[config.mk]
export PLATFORM = sky130hd
export DESIGN_NAME = cu_fsm_mc_flat
export DESIGN_NICKNAME = d
export VERILOG_FILES = /design/src/rtl/cu_fsm_mc_if.sv /design/src/rtl/cu_fsm_mc.sv /design/src/flat_wrapper.sv
export SDC_FILE = /design/constraint.sdc
export NUM_CORES = 1
export LEC_CHECK = 0
export CAP_MARGIN = 40
export CORE_MARGIN = 3
export CORE_UTILIZATION = 48
export CTS_BUF_LIST = sky130_fd_sc_hd__clkbuf_8
export DETAILED_ROUTE_END_ITERATION = 8
export MAX_ROUTING_LAYER = met4
export PLACE_DENSITY = 0.87
export SETUP_SLACK_MARGIN = 0.05
export SLEW_MARGIN = 20
export SYNTH_ARGS = -nofsm -noshare
export SYNTH_HDL_FRONTEND = slang
export SYNTH_SLANG_ARGS = --single-unit
[constraint.sdc]
create_clock -name FSM_clk -period 3.02 [get_ports FSM_clk]
set_clock_uncertainty 0.1 [all_clocks]
set_input_delay 0.604 -clock FSM_clk [delete_from_list [all_inputs] [get_ports FSM_clk]]
set_output_delay 0.604 -clock FSM_clk [all_outputs]
set_load 0.05 [all_outputs]
[src/rtl/cu_fsm_mc_if.sv]
// Signal bundle between the multicycle control unit and the rest of the OTTER
// (decoder, PC, register file, CSR file, memory).
//
// Memory handshake: a request is a strobe (FSM_memRDEN1, FSM_memRDEN2 or
// FSM_memWE2) that the control unit holds high cycle after cycle. mem_ack is
// the ready: the request completes at the rising edge where the strobe and
// mem_ack are both high. mem_ack has no meaning when no strobe is high. A
// request never drops before its ack, except on bus-error timeout or reset.
interface cu_fsm_mc_if #(
  parameter int NUM_IRQ = 4
);
  localparam int CW = (NUM_IRQ > 1) ? $clog2(NUM_IRQ) : 1;

  // decoder / CSR / interrupt inputs to the control unit
  logic [6:0]         FSM_opcode;
  logic [2:0]         FSM_funct3;
  logic [NUM_IRQ-1:0] FSM_irq;
  logic [NUM_IRQ-1:0] FSM_irq_mask;
  logic               FSM_mie;
  logic               mem_ack;

  // control strobes
  logic               FSM_pcWrite;
  logic               FSM_regWrite;
  logic               FSM_memWE2;
  logic               FSM_memRDEN1;
  logic               FSM_memRDEN2;
  logic               FSM_reset;
  logic               csr_WE;
  logic               int_taken;
  logic [CW-1:0]      int_cause;
  logic               mret_exec;
  logic               trap_taken;
  logic [1:0]         trap_cause;
  logic [2:0]         state_dbg;

  // control unit side
  modport master (
    input  FSM_opcode, FSM_funct3, FSM_irq, FSM_irq_mask, FSM_mie, mem_ack,
    output FSM_pcWrite, FSM_regWrite, FSM_memWE2, FSM_memRDEN1, FSM_memRDEN2,
           FSM_reset, csr_WE, int_taken, int_cause, mret_exec, trap_taken,
           trap_cause, state_dbg
  );

  // datapath / memory side
  modport slave (
    output FSM_opcode, FSM_funct3, FSM_irq, FSM_irq_mask, FSM_mie, mem_ack,
    input  FSM_pcWrite, FSM_regWrite, FSM_memWE2, FSM_memRDEN1, FSM_memRDEN2,
           FSM_reset, csr_WE, int_taken, int_cause, mret_exec, trap_taken,
           trap_cause, state_dbg
  );
endinterface

[src/rtl/cu_fsm_mc.sv]
// Multicycle control unit for the RISC-V OTTER with memory wait states,
// bus-error timeout, prioritised maskable interrupts and illegal-instruction
// traps. Strobes decode from the present state; int_cause and trap_cause are
// registered and hold until the next interrupt / trap entry.
module cu_fsm_mc #(
  parameter int NUM_IRQ         = 4,
  parameter int MEM_TIMEOUT     = 15,
  parameter bit ILLEGAL_TRAP_EN = 1'b1
) (
  input logic        FSM_clk,
  input logic        FSM_RST_n,
  cu_fsm_mc_if.master bus
);
  localparam int CW = (NUM_IRQ > 1) ? $clog2(NUM_IRQ) : 1;
  localparam int TW = (MEM_TIMEOUT > 0) ? $clog2(MEM_TIMEOUT + 1) : 1;
  localparam logic [TW-1:0] TO_VAL = TW'(MEM_TIMEOUT);

  localparam logic [6:0] OP_OP     = 7'b0110011;
  localparam logic [6:0] OP_IMM    = 7'b0010011;
  localparam logic [6:0] OP_JALR   = 7'b1100111;
  localparam logic [6:0] OP_LUI    = 7'b0110111;
  localparam logic [6:0] OP_AUIPC  = 7'b0010111;
  localparam logic [6:0] OP_JAL    = 7'b1101111;
  localparam logic [6:0] OP_BRANCH = 7'b1100011;
  localparam logic [6:0] OP_SYSTEM = 7'b1110011;
  localparam logic [6:0] OP_LOAD   = 7'b0000011;
  localparam logic [6:0] OP_STORE  = 7'b0100011;

  typedef enum logic [2:0] {
    S_INIT     = 3'd0,
    S_FETCH    = 3'd1,
    S_EXEC     = 3'd2,
    S_MEM_WAIT = 3'd3,
    S_WB       = 3'd4,
    S_INTR     = 3'd5,
    S_TRAP     = 3'd6
  } state_t;

  state_t        state_q, state_d;
  logic [TW-1:0] wait_cnt_q, wait_cnt_d;
  logic          is_store_q, is_store_d;
  logic [CW-1:0] int_cause_q, int_cause_d;
  logic [1:0]    trap_cause_q, trap_cause_d;

  logic pc_write, reg_write, mem_we2, mem_rden1, mem_rden2, fsm_reset;
  logic csr_we, int_taken, mret_exec, trap_taken;
  logic eoi, illegal, timeout, pend;
  logic [NUM_IRQ-1:0] irq_req;
  logic [CW-1:0]      irq_idx;

  // Lowest-numbered enabled request wins.
  always_comb begin
    irq_req = bus.FSM_irq & bus.FSM_irq_mask;
    irq_idx = '0;
    for (int i = NUM_IRQ - 1; i >= 0; i--) begin
      if (irq_req[i]) irq_idx = CW'(i);
    end
  end

  // Next-state, strobe decode, wait counter and cause capture.
  always_comb begin
    state_d      = state_q;
    wait_cnt_d   = '0;
    is_store_d   = is_store_q;
    int_cause_d  = int_cause_q;
    trap_cause_d = trap_cause_q;
    pc_write     = 1'b0;
    reg_write    = 1'b0;
    mem_we2      = 1'b0;
    mem_rden1    = 1'b0;
    mem_rden2    = 1'b0;
    fsm_reset    = 1'b0;
    csr_we       = 1'b0;
    int_taken    = 1'b0;
    mret_exec    = 1'b0;
    trap_taken   = 1'b0;
    eoi          = 1'b0;
    illegal      = 1'b0;
    // Counter value MEM_TIMEOUT means that many ack-less cycles have already
    // passed; the request is abandoned in this cycle even if ack shows up now.
    timeout      = (MEM_TIMEOUT > 0) && (wait_cnt_q == TO_VAL);
    pend         = bus.FSM_mie & (|irq_req);

    case (state_q)
      S_INIT: begin
        fsm_reset = 1'b1;
        state_d   = S_FETCH;
      end
      S_FETCH: begin
        mem_rden1 = 1'b1;
        if (timeout) begin
          state_d      = S_TRAP;
          trap_cause_d = 2'b10;
        end else if (bus.mem_ack) begin
          state_d = S_EXEC;
        end else if (MEM_TIMEOUT > 0) begin
          wait_cnt_d = wait_cnt_q + 1'b1;
        end
      end
      S_EXEC: begin
        case (bus.FSM_opcode)
          OP_OP, OP_IMM, OP_JALR, OP_LUI, OP_AUIPC, OP_JAL: begin
            pc_write  = 1'b1;
            reg_write = 1'b1;
            eoi       = 1'b1;
          end
          OP_BRANCH: begin
            pc_write = 1'b1;
            eoi      = 1'b1;
          end
          OP_SYSTEM: begin
            if (bus.FSM_funct3 == 3'b000) begin
              pc_write  = 1'b1;
              mret_exec = 1'b1;
              eoi       = 1'b1;
            end else if (bus.FSM_funct3 != 3'b100) begin
              pc_write  = 1'b1;
              reg_write = 1'b1;
              csr_we    = 1'b1;
              eoi       = 1'b1;
            end else begin
              illegal = 1'b1;
            end
          end
          OP_LOAD: begin
            mem_rden2  = 1'b1;
            is_store_d = 1'b0;
            state_d    = bus.mem_ack ? S_WB : S_MEM_WAIT;
          end
          OP_STORE: begin
            mem_we2    = 1'b1;
            is_store_d = 1'b1;
            if (bus.mem_ack) begin
              pc_write = 1'b1;
              eoi      = 1'b1;
            end else begin
              state_d = S_MEM_WAIT;
            end
          end
          default: illegal = 1'b1;
        endcase
        if (illegal) begin
          if (ILLEGAL_TRAP_EN) begin
            state_d      = S_TRAP;
            trap_cause_d = 2'b01;
          end else begin
            fsm_reset = 1'b1;
            state_d   = S_INIT;
          end
        end
      end
      S_MEM_WAIT: begin
        mem_we2   = is_store_q;
        mem_rden2 = ~is_store_q;
        if (timeout) begin
          state_d      = S_TRAP;
          trap_cause_d = 2'b10;
        end else if (bus.mem_ack) begin
          if (is_store_q) begin
            pc_write = 1'b1;
            eoi      = 1'b1;
          end else begin
            state_d = S_WB;
          end
        end else if (MEM_TIMEOUT > 0) begin
          wait_cnt_d = wait_cnt_q + 1'b1;
        end
      end
      S_WB: begin
        pc_write  = 1'b1;
        reg_write = 1'b1;
        eoi       = 1'b1;
      end
      S_INTR: begin
        int_taken = 1'b1;
        pc_write  = 1'b1;
        state_d   = S_FETCH;
      end
      S_TRAP: begin
        trap_taken = 1'b1;
        pc_write   = 1'b1;
        state_d    = S_FETCH;
      end
      default: state_d = S_INIT;
    endcase

    // Interrupts are only considered at an instruction boundary.
    if (eoi) begin
      if (pend) begin
        state_d     = S_INTR;
        int_cause_d = irq_idx;
      end else begin
        state_d = S_FETCH;
      end
    end
  end

  // State, counter, store flag and cause registers.
  always_ff @(posedge FSM_clk) begin
    if (!FSM_RST_n) begin
      state_q      <= S_INIT;
      wait_cnt_q   <= '0;
      is_store_q   <= 1'b0;
      int_cause_q  <= '0;
      trap_cause_q <= 2'b00;
    end else begin
      state_q      <= state_d;
      wait_cnt_q   <= wait_cnt_d;
      is_store_q   <= is_store_d;
      int_cause_q  <= int_cause_d;
      trap_cause_q <= trap_cause_d;
    end
  end

  assign bus.FSM_pcWrite  = pc_write;
  assign bus.FSM_regWrite = reg_write;
  assign bus.FSM_memWE2   = mem_we2;
  assign bus.FSM_memRDEN1 = mem_rden1;
  assign bus.FSM_memRDEN2 = mem_rden2;
  assign bus.FSM_reset    = fsm_reset;
  assign bus.csr_WE       = csr_we;
  assign bus.int_taken    = int_taken;
  assign bus.int_cause    = int_cause_q;
  assign bus.mret_exec    = mret_exec;
  assign bus.trap_taken   = trap_taken;
  assign bus.trap_cause   = trap_cause_q;
  assign bus.state_dbg    = state_q;
endmodule

[src/flat_wrapper.sv]
// flat-port wrapper written by rule: the top's interface ports become plain ports
module cu_fsm_mc_flat 
#(
  parameter int NUM_IRQ         = 4,
  parameter int MEM_TIMEOUT     = 15,
  parameter bit ILLEGAL_TRAP_EN = 1'b1
)
  (FSM_clk, FSM_RST_n, bus_FSM_opcode, bus_FSM_funct3, bus_FSM_irq, bus_FSM_irq_mask, bus_FSM_mie, bus_mem_ack, bus_FSM_pcWrite, bus_FSM_regWrite, bus_FSM_memWE2, bus_FSM_memRDEN1, bus_FSM_memRDEN2, bus_FSM_reset, bus_csr_WE, bus_int_taken, bus_int_cause, bus_mret_exec, bus_trap_taken, bus_trap_cause, bus_state_dbg);
  cu_fsm_mc_if #(.NUM_IRQ(NUM_IRQ)) bus_i ();
  input logic FSM_clk;
  input logic FSM_RST_n;
  input wire logic [$bits(bus_i.FSM_opcode)-1:0] bus_FSM_opcode;
  input wire logic [$bits(bus_i.FSM_funct3)-1:0] bus_FSM_funct3;
  input wire logic [$bits(bus_i.FSM_irq)-1:0] bus_FSM_irq;
  input wire logic [$bits(bus_i.FSM_irq_mask)-1:0] bus_FSM_irq_mask;
  input wire logic [$bits(bus_i.FSM_mie)-1:0] bus_FSM_mie;
  input wire logic [$bits(bus_i.mem_ack)-1:0] bus_mem_ack;
  output wire logic [$bits(bus_i.FSM_pcWrite)-1:0] bus_FSM_pcWrite;
  output wire logic [$bits(bus_i.FSM_regWrite)-1:0] bus_FSM_regWrite;
  output wire logic [$bits(bus_i.FSM_memWE2)-1:0] bus_FSM_memWE2;
  output wire logic [$bits(bus_i.FSM_memRDEN1)-1:0] bus_FSM_memRDEN1;
  output wire logic [$bits(bus_i.FSM_memRDEN2)-1:0] bus_FSM_memRDEN2;
  output wire logic [$bits(bus_i.FSM_reset)-1:0] bus_FSM_reset;
  output wire logic [$bits(bus_i.csr_WE)-1:0] bus_csr_WE;
  output wire logic [$bits(bus_i.int_taken)-1:0] bus_int_taken;
  output wire logic [$bits(bus_i.int_cause)-1:0] bus_int_cause;
  output wire logic [$bits(bus_i.mret_exec)-1:0] bus_mret_exec;
  output wire logic [$bits(bus_i.trap_taken)-1:0] bus_trap_taken;
  output wire logic [$bits(bus_i.trap_cause)-1:0] bus_trap_cause;
  output wire logic [$bits(bus_i.state_dbg)-1:0] bus_state_dbg;
  assign bus_i.FSM_opcode = bus_FSM_opcode;
  assign bus_i.FSM_funct3 = bus_FSM_funct3;
  assign bus_i.FSM_irq = bus_FSM_irq;
  assign bus_i.FSM_irq_mask = bus_FSM_irq_mask;
  assign bus_i.FSM_mie = bus_FSM_mie;
  assign bus_i.mem_ack = bus_mem_ack;
  assign bus_FSM_pcWrite = bus_i.FSM_pcWrite;
  assign bus_FSM_regWrite = bus_i.FSM_regWrite;
  assign bus_FSM_memWE2 = bus_i.FSM_memWE2;
  assign bus_FSM_memRDEN1 = bus_i.FSM_memRDEN1;
  assign bus_FSM_memRDEN2 = bus_i.FSM_memRDEN2;
  assign bus_FSM_reset = bus_i.FSM_reset;
  assign bus_csr_WE = bus_i.csr_WE;
  assign bus_int_taken = bus_i.int_taken;
  assign bus_int_cause = bus_i.int_cause;
  assign bus_mret_exec = bus_i.mret_exec;
  assign bus_trap_taken = bus_i.trap_taken;
  assign bus_trap_cause = bus_i.trap_cause;
  assign bus_state_dbg = bus_i.state_dbg;
  cu_fsm_mc #(.NUM_IRQ(NUM_IRQ), .MEM_TIMEOUT(MEM_TIMEOUT), .ILLEGAL_TRAP_EN(ILLEGAL_TRAP_EN)) u_core (.FSM_clk(FSM_clk), .FSM_RST_n(FSM_RST_n), .bus(bus_i));
endmodule
==> impl.org, run 1 <==
** Floorplanning
- FP Rows :: 15
- The core region is about 0.0018 mm2.
- Height of the chip :: just over 50 um
- The initial utilization of the core area, before any placement, comes to a little over half.
- The die is between 50 and 60 um wide.
- I/O pin total :: 39
- The floorplan step defined a die boundary enclosing between 0.002 and 0.003 mm2.

** Placement
- The wire-length estimate of the detail-placed layout is between 2 and 3 mm.
- Count of buffers from port buffering :: 38
- At the end of routability-driven placement, the weighted congestion stood at approximately 0.90.
- # placed instances :: just over 200

** STA
- Hold Worst Slack :: roughly 360 ps
- Number of failing setup endpoints in the final timing report :: 0
- After routing, the total negative slack on setup checks comes to 0 ps.
- Max Clock Freq :: around 340 MHz
- Slew margin rel. :: approximately 63%
- Final critical path time including I/O delays and setup :: ~2900 ps
- At the pin with the least slew margin, the transition time is roughly 550 ps.
- Final count of hold timing violations :: 0
- RSZ-0062 raised after global routing :: yes
- Dividing the final minimum period by the clock period gives 96.9%.
- Count of pins over their slew limit :: 0

** Run
- The tool flagged a number of max-cap violations equal to 0.

** Clock network
- CTS tree :: built
- Root Buffer Master :: clkbuf_8
- H-tree depth :: 1
- Clock insertion delay at the later pin of the skew report :: ~240 ps
- Total clock buffers created by CTS :: 3
- CTS sink count :: 12
- Largest buffer count on any clock path :: 2
- Clock-pin transition on the worst setup and hold timing paths :: ~50 ps
- Hold-fix buffers, CTS :: 0

** Final layout
- Number of nets in the layout :: about 210
- The area growth from synthesis to layout is 70.9%.
- Cells with a size suffix above 1 make up 19.1% of the layout.
- Excluding fillers, the count of instances in the completed layout stands at 213.
- Number of inserted diodes :: 0
- Final core utilization :: about nine tenths

** Power
- Power spread over the standard cell area amounts to around 650 mW/mm2.
- Total chip power :: 1.07 mW
- Worst voltage drop across the vdd grid :: around 0.9 mV
- Cell leakage power :: approximately 0.7 nW

** Global routing
- Across every metal layer, demand over resource in global routing totals roughly a third.
- The first global-routing pass estimated between 6 and 7 mm of wire.
- The number of global-route vias before repair is about 1.4k.
- Maximum number of pins on one net before global-route repair :: 13
- Overflow left after global routing :: 0
- The number of antenna violations at the first check in global routing came to 0.

** Route
- Dividing the detail-routed via count by the number of cells gives between 6 and 7.
- Number of design-rule violations left by the first detailed-router iteration :: approximately 110
- Number of vias after detailed routing :: 1,412
- DRT antenna net count :: 0
- Routed wirelength normalized by instance count :: roughly 20 um
- First drt pass iteration count :: 6
- Post-detailed-route DRC marker count :: 0
- Total wire length :: between 4 and 5 mm

** Logic synthesis
- Top_reg_cell synth :: dfxtp_1
- Leading cell types by count after synthesis :: nor2_1, nand2_1, dfxtp_1, a21oi_1, o21ai_0
- Total of warnings raised by yosys :: 0
- By instance count, the leading cell after synthesis is nor2_1.
- Flip-flop and latch count after synthesis :: 12
- Post-synthesis cell type with the largest combined area :: dfxtp_1
- Portion of the post-synthesis area used by sequential elements :: 25.0%
- Biggest area contributors in the synthesized netlist :: dfxtp_1, nor2_1, nand2_1, a21oi_1, o21ai_0
- Count of flip-flops with a built-in enable after synthesis :: 0
- Gate count of the mapped netlist :: around 130
- For this run, asynchronously set or reset flops after synthesis account for 0%.
- Library cells used by synthesis :: 45
- Portion of synthesized cell area occupied by the leading cell type :: around a quarter
- Summed instance area of the synthesized netlist :: approximately 960 um2
- In this run the mean area of a mapped cell was 7.22 um2.
- Synth Net Count :: 156

** Setup path
- The worst setup path is launched from a primary input.
- In this run the number of cells on the critical path is 7.
- Delay of the slowest cell on the worst path :: around 340 ps
- For the worst setup path, the data required time is around 2300 ps.
- Cell type group with the largest total delay on the critical path :: compound AO/OA/AOI/OAI gates
- The slowest stage of the critical path is the dlygate4sd2_1 cell.
- Of all nets on the critical path, the largest fanout is 8.
- Endpoint class of the critical path :: output pin
- Arrival time of data at the critical path endpoint :: 2220 ps
- The critical path contains buffers and inverters numbering 2 combined.
- Cell chain of the critical path :: dlygate4sd2_1 > and3b_4 > a21o_4 > a211o_2 > a21oi_2 > o211ai_1 > bufbuf_16
- The number of cells on the worst reg-to-reg path is 4.
- The critical path is of the in -> out type.

** Outcome
- Result of the run :: finished, final reports clean

** Hold path
- Along the worst hold path, the cell count comes to 1.
- Type of the worst min-delay path :: reg -> reg
-- per-layer routing --
layer / wire [um] / track usage [%] / vias to the layer above
li1: - / - / 613
met1: 1510 / 34.7 / 648
met2: 2060 / 61.5 / 113
met3: 429 / 6.23 / 38
met4: 248 / 19.3 / 0
met5: 0 / - / -
-- cell usage in the layout (no fill, tap or decap), types with 2 or more instances in the layout --
cell	instances
buf_12	5
nor2_1	16
a31oi_1	2
and3_1	2
dlygate4sd2_1	7
clkbuf_8	3
nor3_1	4
dlymetal6s2s_1	3
buf_4	17
a2111oi_0	2
a22o_1	2
nand2_1	17
xnor2_1	2
dfxtp_1	12
nand2b_1	4
a21oi_1	10
a211oi_1	3
mux2i_1	2
nand3_1	4
and2_1	2
inv_1	5
nand4_1	2
o21ai_0	9
clkdlybuf4s50_1	22
-- report_power, final --
group,switching [mW],leakage (nW),internal (mW)
Combinational,0.419,0.583,0.257
Sequential,0.0652,0.0974,0.183
Clock,0.0539,0.0216,0.0875
-- final cells by class --
class / count / area (um2)
fill: 78 / 161
clock buffer: 3 / 41.3
multi-input combinational: 113 / 729
inverter: 5 / 18.8
sequential: 12 / 240
tap: 25 / 31.3
timing repair buffer: 55 / 579
-- registers in the layout (all words and copies together), names as in the netlist --
name / cells
u_core.bus.state_dbg: 3
u_core.bus.int_cause: 2
u_core.bus.trap_cause: 2
u_core.wait_cnt_q: 4
u_core.is_store_q: 1
-- metrics by stage --
stage                     area [um2]  setup WS (ps)
after floorplan                  975            130
after global placement          1530          -17.9
after detailed placement        1530          -63.1
after CTS                       1600           72.3
after global routing            1640           48.1
final                           1640           92.5
-- repair_timing --
item,CTS,global route
buffers inserted,2,2
setup endpoints to repair,2,3
resized for setup,11,6
pin swaps,6,3
-- worst paths after layout --
kind | to | slack, ps | startpoint
max | bus_FSM_pcWrite | 90 | bus_FSM_opcode[6]
min reg2reg | u_core.wait_cnt_q[0] | 360 | u_core.wait_cnt_q[0]
min | u_core.wait_cnt_q[0] | 360 | u_core.wait_cnt_q[0]
max reg2reg | u_core.bus.state_dbg[0] | 1020 | u_core.bus.state_dbg[1]
-- cell families after synthesis --
group	Yosys count	synth area share, %
AOI/OAI and AO/OA	44	32.5
muxes	2	2.09
adders and majority gates	1	1.30
buffers and inverters	8	3.26
xor gates and xnor gates	3	2.74
DFF	12	25.0
and+or+nand+nor	63	33.1
No activity file was read; power rests on OpenSTA's default activity.
==> run 2: changes to the inputs <==
- ABC_AREA: default -> 1
==> run 2 against run 1 <==
Effect of this change: register-to-register slack better by 190 ps; sequential power down 7%; utilization shrank 3.6 points; worst hold slack gained 1.7 ps; combinational power decreased by 3%; power decreased by 2.9%; largest power group unchanged; cell area fell by 4.0%; critical endpoint unchanged; largest cell class unchanged; die area rose by 0.45%; synthesized cell count grew 22%.
==> impl.org, run 2 <==
** STA
- Final critical-path share of the clock period :: a little over nine tenths
- Setup TNS :: 0 ps
- Count of pins over their slew limit :: 0
- Number of failing setup endpoints in the final timing report :: 0
- The worst pin sits at a relative slew slack of roughly two thirds.
- Final count of hold timing violations :: 0
- RSZ-0062 raised after global routing :: no
- Max Clock Freq :: about 350 MHz
- Subtracting the final worst setup slack from the clock period gives between 2000 and 3000 ps.
- Worst-margin pin slew :: 507 ps

** Final layout
- After filler insertion, the fill cell instance count of the layout stands at between 90 and 100.
- The finished cells cover 0.00158 mm2.
- The net count of the finished layout is 234.
- Of the cells placed in the final design, the portion with a size suffix greater than 1 is between 20% and 30%.
- u_core.wait_cnt_q holds more flip-flops than any other register.
- Commonest non-fill, non-tap cells in the layout :: nand2_1, clkdlybuf4s50_1, nor2_1
- Leading cell type in the layout, fill and taps excluded :: nand2_1
- Number of inserted diodes :: 0
- Flip-flop count of the largest register, all copies and words added :: 4
- Area growth from synthesis to layout :: 63.3%
- Measured on the finished design, the core utilization comes to between 80 and 90%.
- The finished layout holds between 200 and 250 standard cells, fillers aside.

** Clock network
- Total clock buffers created by CTS :: 3
- Hold-fix buffers, CTS :: 0
- The clock reaches the later pin of the worst-skew pair after 240 ps.
- Root Buffer Master :: clkbuf_8
- In this run the number of H-tree levels came out at 1.
- The clock drives 12 sinks.
- Clock-pin transition on the worst setup and hold timing paths :: roughly 50 ps
- TritonCTS built the clock tree.
- The clock passes through at most 2 buffers.

** Logic synthesis
- Sequential cells were found to cover about a quarter of the synthesized design area.
- Flip-flop and latch count after synthesis :: 12
- In this run, synthesis inferred 0 flip-flops with an integrated enable.
- Synthesis produced a netlist whose cell count is 162.
- Post-synthesis cell type with the largest combined area :: dfxtp_1
- Each instance of the synthesized netlist takes up on average about 6.0 um2.
- Summed over its instances, the top area cell type makes up 24.9% of the synthesized netlist area.
- The number of nets handed over by synthesis was between 150 and 200.
- The commonest cells after synthesis are nand2_1, nor2_1, nand3_1.
- After synthesis, the cell types taking the most area are dfxtp_1, nand2_1, nor2_1, nand3_1, nand2_2.
- Top_reg_cell synth :: dfxtp_1
- Summed instance area of the synthesized netlist :: 965 um2
- Library cells used by synthesis :: 26
- For this run, asynchronously set or reset flops after synthesis account for 0%.
- For this run, the number of Yosys warnings is 0.
- By instance count, the leading cell after synthesis is nand2_1.

** Floorplanning
- Die footprint :: between 0.002 and 0.003 mm2
- FP Rows :: 15
- Initial standard-cell utilization of the core :: 53.5%
- Height of the chip :: 50.8 um
- Measured along the x axis, the die boundary spans between 50 and 60 um.
- In this run the count of I/O pins placed on the die edge is 39.
- Placeable core area :: 0.00180 mm2

** Power
- In this run, the combinational gates consume 63.5% of the power.
- Power Density :: 657 mW/mm2
- Summed over all nets, the switching power comes to 0.538 mW.
- Sw frac :: between 50% and 60%
- Pint :: around 0.50 mW
- Of the total power, the clock network draws between 10% and 20%.
- Relative contribution of sequential cells to total power :: 22.3%
- Worst voltage drop across the vdd grid :: about 0.60 mV
- For this design the static power due to leakage is 0.745 nW.

** Placement
- Count of buffers from port buffering :: 38
- The wire-length estimate of the detail-placed layout is between 2 and 2.5 mm.
- Final weighted congestion of routability-driven global placement :: about 0.9
- The number of placed instances, taps included, is around 230.
- In this run the cell area measured after placement is 0.00146 mm2.

** Outcome
- The flow ran to the end, and the final reports show no timing, DRC or antenna violations.

** Global routing
- For this run the aggregate overflow at the end of global routing stands at 0.
- Maximum number of pins on one net before global-route repair :: 14
- Number of antenna violations at the first check in global routing :: 0
- Number of global-route vias before repair :: about 1.2k
- Overall Global Routing Usage :: around a quarter
- Wire length of the first global-routing pass :: between 5 and 6 mm

** Route
- After detailed routing, the number of remaining DRC violations is 0.
- First drt pass iteration count :: 4
- For this block, the via count after detailed routing is 1,306.
- Routed wirelength normalized by instance count :: ~14 um
- Number of design-rule violations left by the first detailed-router iteration :: 63
- Vias per cell :: roughly 5.6
- Total wire length :: roughly 3.3 mm
- DRT antenna net count :: 0

** Hold path
- Type of the worst min-delay path :: reg -> reg

** Setup path
- STA classifies the critical path startpoint as a primary input.
- STA classifies the critical path endpoint as an output pin.
- Delay of the slowest cell on the worst path :: around 360 ps
- The worst setup path is of the in -> out kind.
- Arrival time of data at the critical path endpoint :: between 2000 and 2500 ps
- Most numerous cell on the critical path :: nand2_2
- On the critical path, the stage with the largest delay is an instance of or3_1.
- Cell chain of the critical path :: dlygate4sd2_1 > inv_2 > nand2_2 > nor2_1 > nand2_2 > nand2_2 > nor2_4 > nand3_4 > nand2_4 > nand2_2 > or3_1 > buf_6
- Of all nets on the critical path, the largest fanout is 4.
- The worst register-to-register path has a setup slack of approximately 1200 ps.
- Req. time, crit path :: around 2300 ps

** Run
- Max-cap violations in this run came to 0.
run 2: changes by cell type after synthesis, sizes merged, moves of 4 or more:
cell	change
nand2	+31
o21ai	-5
nor2	+8
inv	+18
nand2b	-4
nand3	+15
run 2: critical path, delay by kind of cell:
kind	cells	cell delay, ps
buffers and inverters	3	560
and+or+nand+nor	9	1010
run 2: metrics by stage:
step	setup slack, ps	power [mW]	hold slack [ps]
finish	130	1.04	360
global route	39.5	1.09	390
CTS	65.4	0.999	357
detailed placement	-33.6	0.854	342
global placement	41.8	0.833	336
floorplan	202	0.635	318
run 2: power by group through the flow:
stage | clock network, mW | logic (mW) | registers [mW]
2_1_floorplan | 0 | 0.323 | 0.312
3_3_place_gp | 0 | 0.607 | 0.225
3_5_place_dp | 0 | 0.626 | 0.229
4_1_cts | 0.146 | 0.628 | 0.225
5_1_grt | 0.156 | 0.698 | 0.232
6_report | 0.147 | 0.657 | 0.231
run 2: layout make-up:
class | instances | area (um2) | area share (%)
well taps | 25 | 31.3 | 1.99
inverters | 23 | 86.3 | 5.48
multi-input cells | 126 | 693 | 44.0
repair buffers | 45 | 483 | 30.7
flip-flops and latches | 12 | 240 | 15.3
clock buffers | 3 | 41.3 | 2.62
run 2: timing repair:
action,4_1_cts,5_1_grt
endpoints found under the setup margin,1,1
pin swaps,0,12
setup buffers,0,4
gates resized for setup,5,12
run 2: routing by layer:
layer	GRT usage [%]	share of wire, %
met1	29.9	38
met2	47.2	52
met3	6.12	7.9
met4	5.83	1.9
met5	-	0
run 2: path summary, 6_finish.rpt:
| path | depth (start not counted) | startpoint | end |
|---|---|---|---|
| setup / recovery | 12 | bus_FSM_opcode[6] | bus_FSM_pcWrite |
| hold / removal | 1 | u_core.wait_cnt_q[0] | u_core.wait_cnt_q[0] |
| setup reg to reg | 13 | u_core.bus.state_dbg[0] | u_core.bus.state_dbg[2] |
| hold reg to reg | 1 | u_core.wait_cnt_q[0] | u_core.wait_cnt_q[0] |
run 2: kinds of logic (layout without fill, tap and decap cells):
family                   count (synthesis)  in the layout  synth area share [%]
AO/OA/AOI/OAI                           20             20                  11.5
buffers and inverters                   24             71                  9.47
XOR/XNOR                                 2              2                  1.82
adder cells (fa/ha/maj)                  1              1                  1.30
AND/OR/NAND/NOR                        103            103                  51.0
flip-flops                              12             12                  24.9
==> run 3: changes to the inputs <==
- CORE_ASPECT_RATIO: default -> 0.6
- CORE_UTILIZATION: 48 -> 40
- PLACE_DENSITY: 0.87 -> 0.77
- clock period: 3.02 -> 2.5 ns (I/O delays scaled with it)
==> run 3 against run 2 <==
Effect of this change: wire length up 17%; sequential power grew 24%; count of clock-buffer cells in the layout is the same; sequential share of layout area shrank 1.4 points; worst hold slack worse by 9.8 ps; final cell count rose by 9.4%; flip-flop and latch count unchanged; first-iteration DRC count rose to 2.6 times the previous value; largest power group unchanged.
==> impl.org, run 3 (synthesized netlist as in run 2, its figures left out) <==
** Final layout
- In the final layout, the share of cells above drive strength 1 is between 40% and 50%.
- After filler insertion, the fill cell instance count of the layout stands at 145.
- The register with the most flip-flops in the layout has 4 of them.
- The net count of the finished layout is approximately 250.
- The library cells used most frequently in the layout, excluding fill and tap cells, are nand2_1, buf_4, nor2_1.
- The register with the most flip-flops in the final layout is u_core.wait_cnt_q.
- Number of inserted diodes :: 0
- Final instance area :: roughly 0.0018 mm2
- Once layout is complete, the utilization of the core stands at between 70% and 80%.
- The library cell used most frequently in the layout, excluding fill and tap cells, is nand2_1.
- Area growth from synthesis to layout :: 82.4%

** STA
- Setup violations remaining at the end of the flow were counted as 0.
- The number of hold violations in the final report is 0.
- Setup TNS :: 0 ps
- Timing would allow up to slightly above 400 MHz.
- For the pin with the worst max-slew slack, the measured transition is 504 ps.
- The routed design could run at a clock period as short as 2440 ps.
- Once routing completed, OpenROAD measured the worst setup slack at roughly 65 ps.
- Final critical-path share of the clock period :: a little over nine tenths
- Count of pins over their slew limit :: 0
- Setup repair after global routing could not meet its margin everywhere.
- Slew margin rel. :: about two thirds

** Global routing
- Overall Global Routing Usage :: 24.2%
- Entering global routing, the biggest net connects 13 pins.
- The number of global-route vias before repair came to roughly 1.3k.
- Number of antenna violations at the first check in global routing :: 0
- Overflow left after global routing :: 0
- The first global-routing pass estimated roughly 5.7 mm of wire.

** Clock network
- Root Buffer Master :: clkbuf_8
- Clock insertion delay at the later pin of the skew report :: between 200 and 250 ps
- Clock tree synthesis found a total of 12 sinks.
- Hold repair after CTS inserted 0 buffers.
- Clock-pin transition on the worst setup and hold timing paths :: about 50 ps
- Clock tree synthesis inserted a total of 3 buffers.
- CTS tree :: built
- Largest buffer count on any clock path :: 2
- H-tree depth :: 1

** Floorplanning
- Row generation in the floorplan step produced 13 rows.
- Initial standard-cell utilization of the core :: between 40% and 50%
- The core region is approximately 0.0022 mm2.
- The die covers 0.00306 mm2.
- From bottom edge to top edge, the die measures between 40 and 50 um.
- I/O pin total :: 39
- Die width :: around 69 um

** Route
- Total wire length :: approximately 3.8 mm
- Number of vias after detailed routing :: between 1k and 1.5k
- Dividing the detail-routed wire length by the instance count gives 15.0 um.
- The detail route stage leaves a number of antenna-violating nets equal to 0.
- In this run, the number of DRC markers left after iteration 0 of detailed routing was roughly 170.
- First drt pass iteration count :: 4
- For this run, design rule violations remaining after detail routing come to 0.
- Vias per cell :: between 5 and 6

** Setup path
- STA classifies the critical path endpoint as an output pin.
- Along the worst path, the maximum fanout reaches 6.
- Classification of the worst setup path :: reg -> out
- STA puts the critical path data arrival time at roughly 1800 ps.
- The worst setup path is launched from a flop.
- For the worst setup path, the data required time is approximately 1900 ps.

** Power
- For this design the ratio of total power to cell area is around 740 mW/mm2.
- IR analysis of the VDD net gives a maximum drop of around 0.35 mV.
- For this design the static power due to leakage is 0.850 nW.

** Run
- Max-cap violations in this run came to 0.

** Placement
- Count of buffers from port buffering :: 38
- Routability-driven placement finished with a final weighted congestion of 0.936.
- Area post-placement :: 0.00155 mm2
- At the placement stage, the worst setup path has a slack of -333 ps.
- Post-DP HPWL :: between 2 and 3 mm

** Hold path
- Type of the worst min-delay path :: reg -> reg

** Outcome
- Result of the run :: finished, final reports clean
run 3: changes by cell type in the layout (fill, tap and decap cells not counted), moves of 3 or more:
cell	previous run	this run
buf_4	7	26
clkdlybuf4s50_1	25	18
buf_2	0	6
dfxtp_1	12	9
dfxtp_2	0	3
nor3_4	0	3
run 3: report_power, final:
group	internal, mW	total (mW)	leakage [nW]	switching, mW
clock	0.106	0.171	0.0216	0.0649
combinational	0.284	0.841	0.730	0.557
sequential	0.232	0.287	0.0987	0.0553
run 3: path summary, 6_finish.rpt:
check / slack (ps) / endpoint / cells past startpoint / startpoint
max: 60 / bus_FSM_pcWrite / 11 / u_core.bus.state_dbg[2]
min: 350 / u_core.wait_cnt_q[0] / 1 / u_core.wait_cnt_q[0]
max reg2reg: 270 / u_core.bus.state_dbg[2] / 14 / u_core.bus.state_dbg[1]
min reg2reg: 350 / u_core.wait_cnt_q[0] / 1 / u_core.wait_cnt_q[0]
run 3: cell type report:
type	count	area [um2]	share of cell area [%]
repair buffers	62	579	32.9
multi-input cells	126	766	43.5
inverters	23	91.3	5.19
well taps	30	37.5	2.13
flip-flops and latches	12	244	13.9
clock buffers	3	41.3	2.35
run 3: worst max-delay path, stage by stage, from the launching register on:
cell and delay [ps]:
dfxtp_2 360, inv_2 110, nand3_4 120, inv_2 50, nand2_2 70, inv_2 40, nand3_1 90, nand2_1 110
inv_2 100, nand2_2 60, or3_4 330, buf_8 160
run 3: routing by layer:
layer	track usage (%)	vias up	wire length, um
met3	3.85	22	382
li1	-	655	-
met5	-	-	0
met2	45.6	108	1780
met4	3.50	0	134
met1	28.3	661	1540
run 3: stage by stage:
stage | cells | hold WS [ps] | power, mW
floorplan | 162 | 318 | 0.788
detailed placement | 240 | 346 | 1.06
global route | 256 | 377 | 1.35
finish | 256 | 350 | 1.30
CTS | 255 | 350 | 1.25
global placement | 240 | 332 | 1.04
run 3: timing repair:
item | CTS | global route
setup buffers | 12 | 1
resized for setup | 42 | 18
endpoints found under the setup margin | 5 | 4
pin swaps | 12 | 8
